--- config.mk ---
export PLATFORM = sky130hd
export DESIGN_NAME = hazard_ctrl_unit
export DESIGN_NICKNAME = d
export VERILOG_FILES = /design/src/rtl/hazard_ctrl_unit.sv
export SDC_FILE = /design/constraint.sdc
export NUM_CORES = 1
export LEC_CHECK = 0
export CELL_PAD_IN_SITES_DETAIL_PLACEMENT = 0
export CELL_PAD_IN_SITES_GLOBAL_PLACEMENT = 1
export CORE_ASPECT_RATIO = 1.2
export CORE_MARGIN = 2
export CORE_UTILIZATION = 29
export CTS_BUF_LIST = sky130_fd_sc_hd__clkbuf_16
export DETAILED_ROUTE_END_ITERATION = 10
export HOLD_SLACK_MARGIN = 0.06
export PLACE_DENSITY = 0.74
export SLEW_MARGIN = 20
export SYNTH_ARGS = -nofsm -noshare
export SYNTH_HDL_FRONTEND = slang
export SYNTH_SLANG_ARGS = --single-unit
--- constraint.sdc ---
create_clock -name clk -period 1.9 [get_ports clk]
set_input_delay 0.38 -clock clk [delete_from_list [all_inputs] [get_ports clk]]
set_output_delay 0.38 -clock clk [all_outputs]
set_load 0.005 [all_outputs]
--- src/rtl/hazard_ctrl_unit.sv ---
// Hazard control for the ID stage of the five-stage pipeline.
// Detects load-use hazards (ID vs EX), taken branches resolved in EX and
// jumps decoded in ID, drives the PC / IF-ID enables and the ID flush
// controls, and keeps saturating stall/flush event counters for debug.
module hazard_ctrl_unit #(
    parameter int i_size       = 32,
    parameter int FLUSH_CYCLES = 1,   // 1..3 cycles of wrong-path flush per taken branch
    parameter int CNT_W        = 16
) (
    input  logic              clk,
    input  logic              rst,               // asynchronous, active low
    input  logic [i_size-1:0] id_Instruction,
    input  logic              ex_memread,
    input  logic [4:0]        ex_rt,
    input  logic              ex_branch_taken,
    output logic              pc_write,
    output logic              if_id_write,
    output logic              if_flush,
    output logic              ID_flush_lw_stall,
    output logic              ID_flush_branch,
    output logic [CNT_W-1:0]  stall_count,
    output logic [CNT_W-1:0]  flush_count
);

    localparam logic [5:0] OP_RTYPE = 6'd0;
    localparam logic [5:0] OP_LW    = 6'd1;
    localparam logic [5:0] OP_SW    = 6'd2;
    localparam logic [5:0] OP_BEQ   = 6'd3;
    localparam logic [5:0] OP_JUMP  = 6'd4;

    // The branch cycle itself is the first flush cycle, so the counter
    // covers only the extra cycles spent in BR_FLUSH.
    localparam logic [1:0] FCNT_LOAD   = 2'(FLUSH_CYCLES - 1);
    localparam bit         MULTI_FLUSH = (FLUSH_CYCLES > 1);

    localparam logic [CNT_W-1:0] CNT_ONE = {{(CNT_W-1){1'b0}}, 1'b1};
    localparam logic [CNT_W-1:0] CNT_MAX = {CNT_W{1'b1}};

    typedef enum logic [1:0] {
        RUN      = 2'd0,
        LW_STALL = 2'd1,
        BR_FLUSH = 2'd2
    } state_t;

    state_t           state_reg, state_next;
    logic [1:0]       fcnt_reg, fcnt_next;
    logic [CNT_W-1:0] stall_count_reg, flush_count_reg;
    logic             stall_inc, flush_inc;

    logic [5:0] id_opcode;
    logic [4:0] id_rs;
    logic [4:0] id_rt;
    logic       uses_rs;
    logic       uses_rt;
    logic       id_jump;
    logic       lu_hit;
    logic       unused_instr_bits;

    assign id_opcode = id_Instruction[31:26];
    assign id_rs     = id_Instruction[25:21];
    assign id_rt     = id_Instruction[20:16];
    assign id_jump   = (id_opcode == OP_JUMP);

    // The immediate / function field plays no part in hazard detection.
    assign unused_instr_bits = ^id_Instruction[15:0];

    // Which register fields the ID instruction actually reads; lw only reads
    // rs (rt is its destination), jump and undefined opcodes read nothing.
    always_comb begin
        uses_rs = 1'b0;
        uses_rt = 1'b0;
        case (id_opcode)
            OP_RTYPE, OP_SW, OP_BEQ: begin
                uses_rs = 1'b1;
                uses_rt = 1'b1;
            end
            OP_LW:   uses_rs = 1'b1;
            default: ;
        endcase
    end

    // $zero is never a real dependency, so ex_rt == 0 never stalls.
    assign lu_hit = ex_memread && (ex_rt != 5'd0) &&
                    ((uses_rs && (ex_rt == id_rs)) || (uses_rt && (ex_rt == id_rt)));

    // Next-state and same-cycle output decode; priority branch > load-use > jump.
    always_comb begin
        state_next        = state_reg;
        fcnt_next         = fcnt_reg;
        pc_write          = 1'b1;
        if_id_write       = 1'b1;
        if_flush          = 1'b0;
        ID_flush_lw_stall = 1'b0;
        ID_flush_branch   = 1'b0;
        stall_inc         = 1'b0;
        flush_inc         = 1'b0;

        case (state_reg)
            RUN, LW_STALL: begin
                // LW_STALL is a single cycle: the bubble already sits in EX,
                // so the load-use check is not repeated there.
                state_next = RUN;
                if (ex_branch_taken) begin
                    if_flush        = 1'b1;
                    ID_flush_branch = 1'b1;
                    flush_inc       = 1'b1;
                    if (MULTI_FLUSH) begin
                        state_next = BR_FLUSH;
                        fcnt_next  = FCNT_LOAD;
                    end
                end else if ((state_reg == RUN) && lu_hit) begin
                    pc_write          = 1'b0;
                    if_id_write       = 1'b0;
                    ID_flush_lw_stall = 1'b1;
                    stall_inc         = 1'b1;
                    state_next        = LW_STALL;
                end else if (id_jump) begin
                    // The jump itself proceeds; only the fetched slot is squashed.
                    if_flush  = 1'b1;
                    flush_inc = 1'b1;
                end
            end
            BR_FLUSH: begin
                // Wrong-path window: everything is squashed, new branches are
                // absorbed without reloading the window or counting.
                if_flush        = 1'b1;
                ID_flush_branch = 1'b1;
                fcnt_next       = fcnt_reg - 2'd1;
                if (fcnt_reg <= 2'd1) begin
                    state_next = RUN;
                    fcnt_next  = 2'd0;
                end
            end
            default: begin
                state_next = RUN;
                fcnt_next  = 2'd0;
            end
        endcase

        // Hold the pipeline empty for as long as reset is asserted.
        if (!rst) begin
            pc_write          = 1'b0;
            if_id_write       = 1'b0;
            if_flush          = 1'b1;
            ID_flush_lw_stall = 1'b0;
            ID_flush_branch   = 1'b1;
            stall_inc         = 1'b0;
            flush_inc         = 1'b0;
        end
    end

    // FSM state and flush-window counter.
    always_ff @(posedge clk or negedge rst) begin
        if (!rst) begin
            state_reg <= RUN;
            fcnt_reg  <= 2'd0;
        end else begin
            state_reg <= state_next;
            fcnt_reg  <= fcnt_next;
        end
    end

    // Saturating performance counters; they stick at all-ones.
    always_ff @(posedge clk or negedge rst) begin
        if (!rst) begin
            stall_count_reg <= '0;
            flush_count_reg <= '0;
        end else begin
            if (stall_inc && (stall_count_reg != CNT_MAX))
                stall_count_reg <= stall_count_reg + CNT_ONE;
            if (flush_inc && (flush_count_reg != CNT_MAX))
                flush_count_reg <= flush_count_reg + CNT_ONE;
        end
    end

    assign stall_count = stall_count_reg;
    assign flush_count = flush_count_reg;

endmodule

==> summary.md <==
The run finished, with violations left. The final reports fail on negative setup slack. The number of global-route vias before repair came out at 1,790. The run gives 89 as the initial detailed-routing violation count. The critical path start-end classification is in2out. The startpoint kind of the worst setup timing path was a primary input. The number of max-slew violations in the final report was 0; the count of inserted antenna diode cells was 0.

For this run, the top clock speed supported by timing is 0.5026 GHz. For the worst-skew pair later-pin latency, the log shows 0.27 ns. The clock tree buffer depth came out at 2.

In this run the most used layer during global routing was met2. After detailed routing, the total wire length is 5105 µm. The die is 78.24 µm wide. For this run, the register share of the synthesized area comes to 43.05%.

The first detailed-routing pass ran for 4 iterations. Yosys attributes the largest share of cell area to dfrtp_1, xnor2_1, nand3_2. For this design the static power due to leakage is 1.360 nW. The first global-routing pass estimated 8542 µm of wire. Of the available clock period, the critical path in the final layout requires 104.7%.

Buffers inserted to repair hold after CTS numbered 0. Dividing the detail-routed wire length by the instance count gives 13.72 µm. The final worst slack was -0.08956 ns; the number of endpoints with negative hold slack in the final report was 0. In this run the cell area of the synthesized design comes to 0.001918 mm².

The path class of the tightest hold or removal check is in2async. The cell count after synthesis came out at 182. The average cell area after synthesis came out at 10.54 µm². Summed over all nets, the switching power comes to 0.5316 mW. Area enclosed by the die boundary: 0.007283 mm². The met3 routing resource usage after global routing was 4.537%; the share of total power in sequential cells was 40.9%. The root buffer cell chosen for the clock tree is clkbuf_16. Yosys printed 0 warnings. TritonCTS built the clock tree. The clock drives 33 sinks. The clock period minus worst slack was 1.990 ns. The total vias in the final route is 1,757.

The congestion estimate from routability-driven global placement came to 0.7541. The post-CTS clock slew at the launch and capture registers of the worst setup and hold paths was 0.05 ns. The run gives 29.94% as the starting density of the core. The logs give 0 for the remaining routing DRC violations and 5 for the number of buffers added by the clock tree synthesis step.

In this run the worst path has a maximum fanout of 3. The largest total area in the synthesized netlist belongs to dfrtp_1. For the number of routed nets with antenna violations, the log shows 0. The tools report the data required time of the worst path as 1.52 ns. The run gives 2 as the number of levels the H-tree was split into. Pin placement for this block handled 78 I/O pins. Setup violations remaining at the end of the flow were counted as 3. Across the VDD grid, the largest voltage drop is 0.4089 mV. Of the total power, the share spent switching nets is 25.94%.

Leaving out fill and tap cells, the most frequent cell in the layout is buf_4. For the worst setup path, the data arrival time is 1.61 ns. The measured slew at the worst slew-check pin is 0.3500 ns. The count of cell types in the netlist was 36; the worst slack at placement was -0.9037 ns.

The logs give 0 for the number of max-cap violations and 0.003498 ns for the worst-case clock skew. Headroom to the max-slew limit came out at 76.67%. In the layout the commonest cells are buf_4, dfrtp_1, clkdlybuf4s50_1.

In the final design database the tool counted 330 nets. The number of rows in the core area came out at 32. In this run the biggest area consumer among cell types represents 43.05% of the synthesized area.

Setup repair after global routing could not meet its margin everywhere. Entering global routing, the biggest net connects 27 pins. For the number of antenna violations at the first check in global routing, the log shows 0. The total nets after synthesis is 225. The via count normalized by instance count is 4.723, and the sum of overflow across all layers after global routing is 0. The floorplan step defined a core boundary enclosing 0.006406 mm². Cells fill 48.38% of the core in the end. The vertical extent of the die is 93.09 µm, and the routing usage on met1 is 18.67%. During placement, the flow inserted port buffers numbering 61. The share of final-layout standard cells stronger than drive strength 1 is 31.71%. The combinational share of power was 22.7%; the placed wire-length estimate was 3741 µm.

The combined global-route utilization of all metal layers is 14.96%. Dividing total power by cell area gives a power density of 661.1 mW/mm². The met2 usage in global routing came out at 24.50%. The nature of the critical path endpoint was an output pin. Per report_power, the clock group accounts for 36.5% of the total.

Relative to the synthesized area, the layout overhead comes to 61.58%. Internal power comes to 1.517 mW. The synthesized design contains 33 register bits.
-- power groups by stage --
stage	Clock, mW	Combinational, mW	Sequential, mW
global placement	0	0.433	0.852
global route	0.797	0.521	0.847
floorplan	0	0.143	0.855
detailed placement	0	0.437	0.851
finish	0.747	0.464	0.837
CTS	0.767	0.440	0.843
-- worst max-delay path, cell delays in order --
cell     delay [ns]
buf_8          0.10
or4_4          0.54
o211a_1        0.25
nand2_2        0.10
o21a_1         0.13
buf_2          0.11
-- synthesized netlist by cell type --
cell and count:
ha_1 2, nor3_1 5, and4_1 2, or2b_1 1, nor4_2 2, o22a_1 1, nand4_2 2, o211ai_2 1
nor3_4 1, a211oi_2 1, nand4_1 8, nor3_2 1, xnor2_1 34, nand3_2 9, o21ai_1 1, xor2_1 4
buf_6 1, o211a_1 1, nor4_4 1, nor2_1 11, dfrtp_1 33, and3_1 5, inv_1 6, or4_4 1
a31o_2 1, buf_2 1, nor3b_2 1, a31oi_1 1, o22ai_2 1, mux2_1 4, nand2_1 17, or2_1 2
o21a_1 1, nor4_1 5, nand3_1 12, buf_4 2
-- logic make-up after synthesis --
kind of cell,after synthesis,share of synthesized area [%]
buffers and inverters,10,2.804
AOI/OAI and AO/OA,9,4.370
adders and majority gates,2,1.304
DFF,33,43.05
and+or+nand+nor,86,28.77
xor gates and xnor gates,38,17.35
muxes,4,2.348
-- what timing repair did --
item,in CTS,in global routing
pin swaps,17,13
gates resized for setup,60,26
buffers inserted,7,2
setup endpoints to repair,24,17
-- metal layers --
layer  routed length (µm)  up-vias
met4                   99        0
met1                 2232      843
met2                 2460       51
met3                  312       10
li1                     -      853
met5                    0        -
-- metrics by stage --
| step | instances | setup TNS, ns | instance area [µm²] | power, mW | hold WS (ns) |
|---|---|---|---|---|---|
| floorplan | 182 | 0 | 1921 | 0.9973 | 0.08441 |
| global placement | 357 | -13.39 | 2851 | 1.285 | 0.4908 |
| detailed placement | 357 | -14.02 | 2851 | 1.287 | 0.4988 |
| CTS | 371 | -0.2195 | 3040 | 2.050 | 0.1986 |
| global route | 372 | -0.2796 | 3099 | 2.165 | 0.2213 |
| finish | 372 | -0.1931 | 3099 | 2.049 | 0.1977 |
-- worst paths after layout --
path / start / end / slack (ns) / cells after the start
worst max-delay path: ex_rt[1] / if_id_write / -0.09 / 6
worst min-delay path: rst / flush_count[13] / 0.20 / 2
worst max register to register: flush_count[1] / flush_count[12] / 0.15 / 5
worst min register to register: stall_count[15] / stall_count[15] / 0.50 / 1
max in group asynchronous: rst / stall_count[0] / 1.15 / 3
min in group clk: stall_count[15] / stall_count[15] / 0.50 / 1
-- layout make-up --
class | instances | area [µm²]
Fill cell | 652 | 3307
Multi-Input combinational cell | 139 | 1121
Timing Repair Buffer | 102 | 890.9
Sequential cell | 33 | 825.8
Clock buffer | 5 | 125.1
Tap cell | 85 | 106.4
Inverter | 6 | 22.52
Clock inverter | 2 | 7.507
Power figures use the tool's default switching activity.
